===== config.mk =====
export PLATFORM = sky130hd
export DESIGN_NAME = electronic_scan_ctrl
export DESIGN_NICKNAME = d
export VERILOG_FILES = /design/src/rtl/electronic_scan_ctrl.sv
export SDC_FILE = /design/constraint.sdc
export NUM_CORES = 1
export LEC_CHECK = 0
export ABC_AREA = 1
export CORE_ASPECT_RATIO = 1.1
export CORE_MARGIN = 3
export CORE_UTILIZATION = 35
export DETAILED_ROUTE_END_ITERATION = 10
export GPL_TIMING_DRIVEN = 0
export PLACE_DENSITY = 0.59
export SLEW_MARGIN = 25
export SYNTH_ARGS = -nofsm -noshare
export SYNTH_HDL_FRONTEND = slang
export SYNTH_SLANG_ARGS = --single-unit

===== constraint.sdc =====
create_clock -name clk_ref -period 1.7 [get_ports clk_ref]
set_input_delay 0.34 -clock clk_ref [delete_from_list [all_inputs] [get_ports clk_ref]]
set_output_delay 0.34 -clock clk_ref [all_outputs]
set_load 0.01 [all_outputs]

===== src/rtl/electronic_scan_ctrl.sv =====
// electronic_scan_ctrl
// Per-taxel scan sequencer for the tactile array. For each taxel it drives the
// drive/read mux selects, lets the analog path settle, fires one ADC conversion
// aligned to adc_tick, waits (with timeout) for the result and emits a tagged
// sample. Frames walk the array in row-major order, optionally back-to-back.
module electronic_scan_ctrl #(
    parameter int DRV_WIRE_CNT = 16,
    parameter int RD_WIRE_CNT  = 16,
    parameter int ADC_TQUIET   = 4,
    parameter int SETTLE_CYC   = 8,
    parameter int TIMEOUT_CYC  = 1023,
    parameter int DATA_W       = 12
) (
    input  logic                            clk_ref,
    input  logic                            rst_n,
    input  logic                            adc_tick,
    input  logic                            start,
    input  logic                            continuous,
    output logic [$clog2(DRV_WIRE_CNT)-1:0] drv_sel,
    output logic [$clog2(RD_WIRE_CNT)-1:0]  rd_sel,
    output logic                            adc_conv,
    input  logic                            adc_done,
    input  logic [DATA_W-1:0]               adc_data,
    output logic                            sample_valid,
    output logic [DATA_W-1:0]               sample_data,
    output logic [$clog2(DRV_WIRE_CNT)-1:0] sample_drv,
    output logic [$clog2(RD_WIRE_CNT)-1:0]  sample_rd,
    output logic                            frame_done,
    output logic                            busy,
    output logic                            err_timeout
);

    localparam int DW         = $clog2(DRV_WIRE_CNT);
    localparam int RW         = $clog2(RD_WIRE_CNT);
    localparam int SW         = (SETTLE_CYC > 1)  ? $clog2(SETTLE_CYC)  : 1;
    localparam int TW         = (TIMEOUT_CYC > 1) ? $clog2(TIMEOUT_CYC) : 1;
    localparam int QW         = (ADC_TQUIET > 1)  ? $clog2(ADC_TQUIET)  : 1;
    localparam int QUIET_LAST = (ADC_TQUIET > 0)  ? ADC_TQUIET - 1      : 0;

    localparam logic [DW-1:0] DRV_LAST    = DW'(DRV_WIRE_CNT - 1);
    localparam logic [RW-1:0] RD_LAST     = RW'(RD_WIRE_CNT - 1);
    localparam logic [SW-1:0] SETTLE_LAST = SW'(SETTLE_CYC - 1);
    localparam logic [TW-1:0] WAIT_LAST   = TW'(TIMEOUT_CYC - 1);
    localparam logic [QW-1:0] QUIET_END   = QW'(QUIET_LAST);

    typedef enum logic [2:0] {
        ST_IDLE   = 3'd0,
        ST_SETTLE = 3'd1,
        ST_ARM    = 3'd2,
        ST_WAIT   = 3'd3,
        ST_QUIET  = 3'd4
    } state_t;

    state_t            r_state;
    logic [SW-1:0]     r_set_cnt;
    logic [TW-1:0]     r_wait_cnt;
    logic [QW-1:0]     r_quiet_cnt;
    logic [DW-1:0]     r_drv_sel;
    logic [RW-1:0]     r_rd_sel;
    logic              r_adc_conv;
    logic              r_sample_valid;
    logic [DATA_W-1:0] r_sample_data;
    logic [DW-1:0]     r_sample_drv;
    logic [RW-1:0]     r_sample_rd;
    logic              r_frame_done;
    logic              r_busy;
    logic              r_err_timeout;

    logic              w_quiet_done;

    // Quiet period ends on the tick that completes the count (or immediately when no quiet time is configured)
    assign w_quiet_done = (ADC_TQUIET == 0) ? 1'b1 : (adc_tick && (r_quiet_cnt == QUIET_END));

    // Scan sequencer: state, counters and all registered outputs
    always_ff @(posedge clk_ref) begin
        if (!rst_n) begin
            r_state        <= ST_IDLE;
            r_set_cnt      <= '0;
            r_wait_cnt     <= '0;
            r_quiet_cnt    <= '0;
            r_drv_sel      <= '0;
            r_rd_sel       <= '0;
            r_adc_conv     <= 1'b0;
            r_sample_valid <= 1'b0;
            r_sample_data  <= '0;
            r_sample_drv   <= '0;
            r_sample_rd    <= '0;
            r_frame_done   <= 1'b0;
            r_busy         <= 1'b0;
            r_err_timeout  <= 1'b0;
        end else begin
            // single-cycle strobes default low
            r_adc_conv     <= 1'b0;
            r_sample_valid <= 1'b0;
            r_frame_done   <= 1'b0;

            case (r_state)
                ST_IDLE: begin
                    // a start landing in the frame_done cycle belongs to the frame just finished
                    if (continuous || (start && !r_frame_done)) begin
                        r_drv_sel <= '0;
                        r_rd_sel  <= '0;
                        r_set_cnt <= '0;
                        r_busy    <= 1'b1;
                        r_state   <= ST_SETTLE;
                    end else begin
                        r_busy    <= 1'b0;
                    end
                end

                ST_SETTLE: begin
                    if (r_set_cnt == SETTLE_LAST) begin
                        r_state   <= ST_ARM;
                    end else begin
                        r_set_cnt <= r_set_cnt + SW'(1);
                    end
                end

                ST_ARM: begin
                    if (adc_tick) begin
                        r_adc_conv <= 1'b1;
                        r_wait_cnt <= '0;
                        r_state    <= ST_WAIT;
                    end else begin
                        r_state    <= ST_ARM;
                    end
                end

                ST_WAIT: begin
                    // the conversion-trigger cycle itself (count 0) never accepts adc_done
                    if ((r_wait_cnt != '0) && adc_done) begin
                        r_sample_valid <= 1'b1;
                        r_sample_data  <= adc_data;
                        r_sample_drv   <= r_drv_sel;
                        r_sample_rd    <= r_rd_sel;
                        r_quiet_cnt    <= '0;
                        r_state        <= ST_QUIET;
                    end else if (r_wait_cnt == WAIT_LAST) begin
                        r_err_timeout  <= 1'b1;
                        r_drv_sel      <= '0;
                        r_rd_sel       <= '0;
                        r_busy         <= 1'b0;
                        r_state        <= ST_IDLE;
                    end else begin
                        r_wait_cnt     <= r_wait_cnt + TW'(1);
                    end
                end

                ST_QUIET: begin
                    if (w_quiet_done) begin
                        r_set_cnt <= '0;
                        if (r_rd_sel == RD_LAST) begin
                            r_rd_sel <= '0;
                            if (r_drv_sel == DRV_LAST) begin
                                r_drv_sel    <= '0;
                                r_frame_done <= 1'b1;
                                if (continuous) begin
                                    r_state <= ST_SETTLE;
                                end else begin
                                    r_busy  <= 1'b0;
                                    r_state <= ST_IDLE;
                                end
                            end else begin
                                r_drv_sel <= r_drv_sel + DW'(1);
                                r_state   <= ST_SETTLE;
                            end
                        end else begin
                            r_rd_sel <= r_rd_sel + RW'(1);
                            r_state  <= ST_SETTLE;
                        end
                    end else if (adc_tick) begin
                        r_quiet_cnt <= r_quiet_cnt + QW'(1);
                    end else begin
                        r_quiet_cnt <= r_quiet_cnt;
                    end
                end

                default: begin
                    r_busy  <= 1'b0;
                    r_state <= ST_IDLE;
                end
            endcase
        end
    end

    assign drv_sel      = r_drv_sel;
    assign rd_sel       = r_rd_sel;
    assign adc_conv     = r_adc_conv;
    assign sample_valid = r_sample_valid;
    assign sample_data  = r_sample_data;
    assign sample_drv   = r_sample_drv;
    assign sample_rd    = r_sample_rd;
    assign frame_done   = r_frame_done;
    assign busy         = r_busy;
    assign err_timeout  = r_err_timeout;

endmodule

# ---- Word level (Yosys, flattened, before mapping)
# Index checks and enable logic that the tools add are counted.
dict set report word_totals {
  regBits 51
  out_inout_bits 33
  word_cells 112
}
dict set report op_classes {
  addsub 5
  n_eq_ne 24
  muxes 43
  n_bitwise 2
  reduce_logical 24
}
# cell count
set op_table {}
lappend op_table {{$mux W4} 8}
lappend op_table {{$mux W10} 3}
lappend op_table {{$mux W3} 10}
lappend op_table {{$ne A2 B2 Y1 const B} 14}
lappend op_table {{$pmux W4 S3} 2}
lappend op_table {{$pmux W10 S2} 1}
lappend op_table {{$reduce_and A4 Y1} 5}
lappend op_table {{$pmux W3 S5} 1}
lappend op_table {{$mux W1} 12}
lappend op_table {{$add A10 B1 Y10 const B} 1}
lappend op_table {{$eq A10 B10 Y1 const B} 1}
lappend op_table {{$reduce_bool A10 Y1} 1}
lappend op_table {{$pmux W3 S3} 1}
lappend op_table {{$add A4 B1 Y4 const B} 2}
lappend op_table {{$eq A4 B4 Y1 const B} 2}
lappend op_table {{$reduce_and A7 Y1} 1}
lappend op_table {{$eq A3 B2 Y1 const B} 2}
lappend op_table {{$eq A3 B3 Y1 const B} 2}
lappend op_table {{$mux W2} 3}
lappend op_table {{$reduce_and A2 Y1} 3}
lappend op_table {{$reduce_and A6 Y1} 1}
lappend op_table {{$reduce_bool A3 Y1} 2}
lappend op_table {{$reduce_and A5 Y1} 1}
lappend op_table {{$pmux W1 S4} 1}
lappend op_table {{other kinds (14)} 18}

# ---- Depth between registers and ports, before layout
# Gate-level depths: netlist of run 1.
dict set report depth {
  ltp_word 5
  ltp_mapped 12
  ltp_nobuf 12
}

# ---- Worst setup path before layout of run 1
# No wires, ideal clock.
dict set report synth_timing {
  path_type {reg-to-reg}
  start {register r_wait_cnt[0]}
  end {register r_wait_cnt[3]}
  setup_ns 0.117
  arrival_ns 1.331
  slack_ns 0.252
  path_stages_with_launch 12
  n_path_buf 1
  cell_sequence {dfxtp_1 > inv_1 > ha_1 > nand3_1 > nor2_1 > nand2_2 > nand2_4 > nand2_4 > nand2_4 > buf_12 > o21ai_0 > nor2_1}
}
dict set report synth_via {
  elab_chain_len 4
}
# item line_no
set synth_lines {}
lappend synth_lines {{from (decl)} 56} ;# logic [TW-1:0] r_wait_cnt;
lappend synth_lines {{from (signal assigned)} 145} ;# r_wait_cnt <= r_wait_cnt + TW'(1);
lappend synth_lines {{$add A10 B1 Y10 / $reduce_bool A10 Y1 (equally long branches)} {145, 131}}
lappend synth_lines {{$mux W10 / $logic_and A1 B1 Y1 (equally long branches)} {138, 131}}
lappend synth_lines {{$mux W10 / $ne A2 B2 Y1 (equally long branches)} --}
lappend synth_lines {{$pmux W10 S2 / $reduce_and A4 Y1 (equally long branches)} --}
# Several ways; a longest one is shown, not always the timed one. The select of a mux whose other input is x is not followed.
# A chain may end at the register's enable or synchronous reset.

# ---- Final worst setup path of run 1
dict set report layout_timing {
  start {register r_rd_sel[2] (netlist: rd_sel[2])}
  end {output rd_sel[2]}
}
# item line_no
set layout_rtl {}
lappend layout_rtl {{from (decl)} 59} ;# logic [RW-1:0] r_rd_sel;
lappend layout_rtl {{from (signal assigned)} 168} ;# r_rd_sel <= r_rd_sel + RW'(1);
lappend layout_rtl {{to (decl)} 20} ;# output logic [$clog2(RD_WIRE_CNT)-1:0] rd_sel,
# No word-level cell between the ends.

==> results, run 1 <==
- The endpoint with the worst hold slack is frame_done.
- The global-route met2 utilization is 25.1%.
- Global routing consumed, over all layers together, 14.7% of the routing resources.
- By count the netlist is led by sky130_fd_sc_hd__nand2_1, sky130_fd_sc_hd__dfxtp_1, sky130_fd_sc_hd__inv_1, sky130_fd_sc_hd__nor2_1, sky130_fd_sc_hd__a21oi_1.
- The clock latency on the worst-skew pair is between 300 and 400 ps.
- Once detailed placement completed, the half-perimeter wirelength came to between 4000 and 5000 um.
- The most frequent cell after synthesis is sky130_fd_sc_hd__nand2_1.
- The die is between 90 and 100 um tall.
- The placed instances occupy a cell area of between 3000 and 4000 um2.
- The total routed wirelength is around 6000 um.
- The fmax is 0.619 GHz.
- Once layout is complete, the cells apart from fillers number 495.
- Counting flops with an async set or reset pin after synthesis yields a share of 0%.
- The die covers 8330 um2.
- The cell with the biggest individual delay on the critical path is sky130_fd_sc_hd__clkdlybuf4s50_1.
- The core outline area is 6830 um2.
- The first-pass detailed-route iteration total is 4.
- In the routed design, unresolved DRC markers number 0.
- Data arrives at the worst endpoint at 1270 ps.
- Cells with a size suffix above 1 make up around an eighth of the layout.
- The count of nets left with antenna violations after detail routing is 0.
- The number of hold buffers added after CTS was 0.
- The min-delay analysis places its worst path in the category in2reg.
- The global-route wire length before repair is roughly 9800 um.
- Clock-pin slew was measured on the worst setup and hold paths at 90 ps.
- For the worst setup path, the data required time is 1360 ps.
- The start point of the worst hold path is rst_n.
- After global routing the overflow that remains totals 0.
- The flow ran to the end, and the final reports show no timing, DRC or antenna violations.
- After synthesis, the largest area contributor takes up 40.1% of total cell area.
- The share of synthesized area occupied by flip-flops and latches is 40.1%.
- The number of global-route vias before repair is 2,147.
- Setup violations remaining at the end of the flow were counted as 0.
- The post-synthesis cell type with the largest combined area is sky130_fd_sc_hd__dfxtp_1.
- Power spread over the standard cell area amounts to approximately 1100 nW/um2.
- The deepest level of the CTS H-tree is 2.
- The tool flagged a number of max-cap violations equal to 0.
- The number of clock sinks is just over 50.
- The post-synthesis net count is 380.
- The gate family responsible for the most delay along the worst path is buffers and inverters.
- The congestion estimate from routability-driven global placement came to 0.832.
- The endpoint identified for the worst register-to-register timing path is r_wait_cnt[7].
- Summed over all failing endpoints, the final setup total negative slack is 0 ps.
- Synthesis handed over a netlist of 354 instances.
- The met1 usage in global routing is 18.8%.
- The filler cells instantiated in the layout total 701.
- The global routing met3 resource utilization is 3.46%.
- The tree is rooted in a sky130_fd_sc_hd__clkbuf_8.
- The maximum clock insertion buffer count is 2.
- The signal on the critical path passes through clkdlybuf4s50_1.
- The worst hold path was traced through 3 stages.
- The initial standard-cell utilization of the core is 37.3%.
- The register-to-register setup slack is 160 ps.
- The area growth from synthesis to layout is 30.0%.
- After synthesis, the cell types taking the most area are sky130_fd_sc_hd__dfxtp_1, sky130_fd_sc_hd__nand2_1, sky130_fd_sc_hd__a21oi_1.
- The detailed-route wire length per cell is ~12 um.
- Dividing the detail-routed via count by the number of cells gives 4.74.
- The count of placed standard cells including taps is 485.
- Summing every instance area after synthesis gives 2540 um2.
- The count of routing violations after the opening detailed-route iteration is 98.
- The number of slew-limit violations in the final report is 0.
- The number of placed I/O pins is between 50 and 60.
- The site row count is 31.
- The count of endpoints failing hold in the final timing report is 0.
- The final antenna diode count is 0.
- After layout, the design draws a total of 3.78 mW.
- The post-route standard cell area excluding fillers is 3310 um2.
- On the worst path, the slowest cell contributes a delay of 580 ps.
- The largest fanout on the critical path is 6.
- For this run, the number of Yosys warnings is 0.
- For this run, the leading register cell type out of synthesis is sky130_fd_sc_hd__dfxtp_1.
- The number of flip-flops and latches in the synthesized netlist is ~50.
- The actual slew at the worst max-slew pin is 600 ps.
- The number of antenna violations at the first check in global routing came to 0.
- STA classifies the critical path startpoint as a flip-flop.
- Counting both buffers and inverters, the worst setup path holds a total of 1.
- The number of cells traversed by the worst register-to-register path is 12.
- The number of I/O port buffers is 49.
- Entering global routing, the biggest net connects 17 pins.
- The kind of end point of the critical path is a primary output.
- The fraction of the cycle the final worst path needs is 95.0%.
- The detailed-route via count is 2,348.
- The maximum vdd drop is around 0.46 mV.
- At the end of the flow the core is filled with cells to between 40% and 50%.
- The startpoint identified for the worst register-to-register timing path is r_wait_cnt[0].
- The worst setup path is of the reg2out kind.
- After the last flow step, the layout net total stands at 438.
- The worst setup skew after layout is roughly 6.6 ps.
- Averaged over all synthesized cells, the footprint is between 7 and 8 um2.
- The worst path needs around 1600 ps of the cycle, external delays included.
- TritonCTS built the clock tree.
- The number of enable flip-flop cells after synthesis is 0.
- The floorplan step set the die width to 87.3 um.
- The relative slew slack is roughly three fifths.
- The reported leakage power is 1.32 nW.
- The layer flagged by global routing as most heavily used is met2.
- TritonCTS created 5 clock buffers.
- Counting distinct cell types in the post-synthesis netlist gives 34.
==> area by class of cell <==
cell class | count | area [um2] | share of cell area [%]
plain buffers | 11 | 73.8 | 2.23
clock buffers | 5 | 68.8 | 2.08
clock inverters | 3 | 67.6 | 2.04
inverters | 55 | 211 | 6.39
multi-input cells | 237 | 1250 | 37.7
flip-flops and latches | 51 | 1030 | 31.2
well taps | 82 | 103 | 3.10
repair buffers | 51 | 505 | 15.3
==> cell families after synthesis <==
kind of cell | after synthesis | share of synthesized area, %
AOI/OAI and AO/OA | 73 | 15.3
DFF | 51 | 40.1
xor gates and xnor gates | 2 | 0.688
adders and majority gates | 8 | 3.93
and+or+nand+nor | 154 | 28.8
buffers and inverters | 66 | 11.2
==> metrics by stage <==
| step | hold slack, ps | worst slack, ps |
|---|---|---|
| finish | 354 | 85.5 |
| global route | 364 | -10.9 |
| CTS | 346 | 12.3 |
| detailed placement | 435 | -186 |
| global placement | 430 | -194 |
| floorplan | 448 | 252 |
==> cell usage in the layout, fill, tap and decap left out, types with 2 or more instances in the layout <==
| cell | count |
|---|---|
| sky130_fd_sc_hd__a21oi_2 | 3 |
| sky130_fd_sc_hd__clkbuf_2 | 2 |
| sky130_fd_sc_hd__a21oi_1 | 38 |
| sky130_fd_sc_hd__nand3_4 | 2 |
| sky130_fd_sc_hd__nand3_1 | 17 |
| sky130_fd_sc_hd__bufinv_16 | 2 |
| sky130_fd_sc_hd__nand2_4 | 3 |
| sky130_fd_sc_hd__inv_2 | 6 |
| sky130_fd_sc_hd__buf_2 | 5 |
| sky130_fd_sc_hd__clkdlybuf4s50_1 | 49 |
| sky130_fd_sc_hd__nor3b_1 | 2 |
| sky130_fd_sc_hd__dfxtp_2 | 9 |
| sky130_fd_sc_hd__dfxtp_1 | 42 |
| sky130_fd_sc_hd__nand4_1 | 10 |
| sky130_fd_sc_hd__ha_1 | 8 |
| sky130_fd_sc_hd__o21ai_1 | 3 |
| sky130_fd_sc_hd__xor2_1 | 2 |
| sky130_fd_sc_hd__nand3b_1 | 3 |
| sky130_fd_sc_hd__nor2_2 | 2 |
| sky130_fd_sc_hd__buf_4 | 2 |
| sky130_fd_sc_hd__nand2_1 | 58 |
| sky130_fd_sc_hd__clkbuf_8 | 5 |
| sky130_fd_sc_hd__inv_1 | 48 |
| sky130_fd_sc_hd__nor2_1 | 46 |
| sky130_fd_sc_hd__nand2_2 | 6 |
| sky130_fd_sc_hd__o21ai_0 | 25 |
==> worst max-delay path by stage <==
stage	depth (start not counted)	slack, ps	from	end
final	1	90	rd_sel[2]	rd_sel[2]
after global routing	11	-10	r_wait_cnt[0]	drv_sel[1]
after CTS	1	10	rd_sel[2]	rd_sel[2]
after detailed placement	8	-190	adc_tick	rd_sel[0]
after global placement	8	-190	adc_tick	r_set_cnt[1]
after floorplan	11	250	r_wait_cnt[0]	r_wait_cnt[3]
==> registers in the layout, indices dropped and copies added, names as in the netlist <==
name          flops
err_timeout       1
sample_rd         4
drv_sel           4
sample_valid      1
busy              1
adc_conv          1
sample_data      12
frame_done        1
sample_drv        4
r_wait_cnt       10
r_state           3
rd_sel            4
r_set_cnt         3
r_quiet_cnt       2
==> layer usage <==
layer  share of wire (%)  up-vias
met5                   0        -
met4                0.85        0
met3                 4.9        5
met2                  47       45
met1                  48     1045
li1                    -     1253
==> report_power, final <==
group / internal (mW) / total, mW / switching (mW) / leakage, nW
Clock: 0.587 / 1.01 / 0.426 / 0.0644
Combinational: 0.524 / 1.26 / 0.738 / 0.838
Sequential: 1.35 / 1.50 / 0.154 / 0.417
==> repair_timing <==
item | in CTS | in global routing
setup endpoints to repair | 1 | 34
buffers inserted | 0 | 2
pin swaps | 0 | 3
endpoints found under the hold margin | 0 | 0
resized for setup | 1 | 15
Note: power is estimated with default switching activity, not from simulation.
==> run 2, diff against run 1 <==
--- a/config.mk
+++ b/config.mk
@@ -11,7 +11,7 @@
 export CORE_UTILIZATION = 35
 export DETAILED_ROUTE_END_ITERATION = 10
 export GPL_TIMING_DRIVEN = 0
-export PLACE_DENSITY = 0.59
+export PLACE_DENSITY = 0.54
 export SLEW_MARGIN = 25
 export SYNTH_ARGS = -nofsm -noshare
 export SYNTH_HDL_FRONTEND = slang
==> results, run 2 (same netlist as run 1, synthesis figures left out) <==
- The clock transition at the register clock pins on the worst setup and hold paths after CTS was 100 ps (about the same).
- The largest fanout on the critical path is 6 (unchanged).
- The count of hold-fix buffers inserted at cts is 0 (unchanged).
- The worst hold slack is 352 ps (-1.90 ps).
- The data required time of the critical path is 1360 ps (about the same).
- The number of global-route vias before repair is 2,190 (+2.0%).
- The number of clock sinks is 51 (unchanged).
- STA classifies the critical path endpoint as a primary output.
- The count of nets left with antenna violations after detail routing is 0 (unchanged).
- The reported leakage power came to 1.31 nW (-1.0%).
- The number of antenna violations at the first check in global routing is 0 (unchanged).
- The clock latency on the worst-skew pair came to 310 ps (about the same).
- The final routed DRC violation total is 0 (unchanged).
- The remaining global-route overflow came to 0 (unchanged).
- The core outline area is 6830 um2 (unchanged).
- The category of the worst setup path launch point is a flip-flop.
- The number of placed I/O pins came to 51 (unchanged).
- The flow ran to the end, and the final reports show no timing, DRC or antenna violations.
- The slowest stage of the critical path belongs to the cell sky130_fd_sc_hd__clkdlybuf4s50_1.
- The worst setup skew after layout is 7.64 ps (+1.00 ps).
- The library cells used most frequently in the layout, excluding fill and tap cells, are sky130_fd_sc_hd__nand2_1, sky130_fd_sc_hd__clkdlybuf4s50_1, sky130_fd_sc_hd__inv_1.
- The site row count is 31 (unchanged).
- The horizontal die dimension came to 87.3 um (unchanged).
- The detailed-route wire length per cell is 12.6 um (+4.3%).
- The deepest level of the CTS H-tree is 2 (unchanged).
- The number of violations of the max-capacitance limit is 0 (unchanged).
- The fraction of the cycle the final worst path needs came to 97.1% (+2.1 points).
- The actual slew at the worst max-slew pin is 601 ps (+1.01 ps).
- The final antenna diode count came to 0 (unchanged).
- The final setup violation count is 0 (unchanged).
- The number of slew-limit violations in the final report is 0 (unchanged).
- The signal on the critical path passes through clkdlybuf4s50_1.
- The power per standard cell area is 1070 nW/um2 (-6.0%).
- The fmax is 0.606 GHz (-2.2%).
- The gate family responsible for the most delay along the worst path is buffers and inverters.
- The fraction of layout instances using a drive strength above 1 is 13.7% (+0.66 points).
- The final-layout setup total negative slack is 0 ps (unchanged).
- The maximum number of pins on one net before global-route repair is 17 (unchanged).
- The final layout net count came to 440 (+0.46%).
- The maximum vdd drop is 0.508 mV (+9.6%).
- The global-route wire length before repair is 10,500 um (+6.7%).
- The global router's overall resource usage is 15.7% (+0.93 points).
- The number of I/O port buffers is 49 (unchanged).
- The highest cell delay on the worst timing path is 580 ps (about the same).
- Setup repair after global routing left no endpoint under its margin.
- The placed wire-length estimate came to 4570 um (+2.6%).
- The layout overhead on the synthesized area is 29.3%.
- The maximum clock insertion buffer count was 2 (unchanged).
- The total routed wirelength came to 6260 um (+4.7%).
- The number of buffers and inverters on the critical path is 1 (unchanged).
- The minimum clock period came to 1650 ps (+36.0 ps).
- The first-pass detailed-route iteration total is 4 (unchanged).
- The critical path class is reg2out.
- The count of routing violations after the opening detailed-route iteration is 91 (-7.1%).
- TritonCTS built the clock tree.
- The ratio of routed vias to standard cells was 4.74 (about the same).
- The worst min-delay path category is in2reg.
- The relative slew slack is 59.9% (-0.067 points).
- The initial standard-cell utilization of the core is 37.3% (unchanged).
- The chip height is 95.4 um (unchanged).
- The root buffer selected by CTS is sky130_fd_sc_hd__clkbuf_8.
- The flip-flop count of the largest register, all copies and words added is 12 (unchanged).
- The number of clock buffers inserted by TritonCTS came to 5 (unchanged).
- The placer congestion estimate was 0.844 (+1.4%).
- The count of endpoints failing hold in the final timing report is 0 (unchanged).
- The arrival time reported for the critical path endpoint came to 1310 ps (+40 ps).
- The library cell used most frequently in the layout, excluding fill and tap cells, is sky130_fd_sc_hd__nand2_1.
- The area of the die is 8330 um2 (unchanged).
- The detailed-route via count came to 2,357 (+0.38%).
-- run 2: per-layer routing --
layer	global-route usage, %	up-vias	share of wire, %
li1	-	1254	-
met3	3.28	6	5.0
met2	25.9	50	47
met5	0	-	0
met1	20.9	1047	47
met4	3.45	0	0.90
-- run 2: repair_timing --
action | in CTS | in global routing
endpoints found under the hold margin | 0 | 0
resized for setup | 1 | 20
setup buffers | 0 | 4
pin swaps | 0 | 3
endpoints found under the setup margin | 1 | 47
-- run 2: worst min-delay path, delay by kind of cell --
| family | cells | cell delay, ps |
|---|---|---|
| buffers and inverters | 1 | 160 |
| and+or+nand+nor | 2 | 120 |
-- run 2: per-stage QoR --
step	total power, mW	worst slack (ps)	area [um2]	utilization, %	cells
final	3.53	49.5	3290	48.2	497
after detailed placement	2.79	-203	3140	46.0	485
after global routing	3.81	0.412	3290	48.2	497
after global placement	2.78	-209	3140	46.0	485
after CTS	3.52	2.92	3230	47.3	493
after floorplan	2.39	252	2540	-	354
-- run 2: area by class of cell --
class                   instances  area [um2]
multi-input cells             237        1250
inverters                      55         211
clock inverters                 3        20.0
plain buffers                  11        78.8
well taps                      82         103
flip-flops and latches         51        1030
repair buffers                 53         520
fillers                       724        3540
clock buffers                   5        68.8
-- run 2: path summary, 6_finish.rpt --
path	from	to	slack (ps)	depth (start not counted)
max reg2reg	r_wait_cnt[0]	drv_sel[1]	120	11
min reg2reg	sample_drv[0]	sample_drv[0]	450	2
max	drv_sel[3]	drv_sel[3]	50	1
min	rst_n	frame_done	350	3
-- run 2: where the power goes --
part | switching (mW) | internal (mW) | leakage, nW | total [mW]
clock | 0.435 | 0.288 | 0.0402 | 0.722
sequential | 0.154 | 1.36 | 0.417 | 1.51
combinational | 0.756 | 0.540 | 0.849 | 1.30
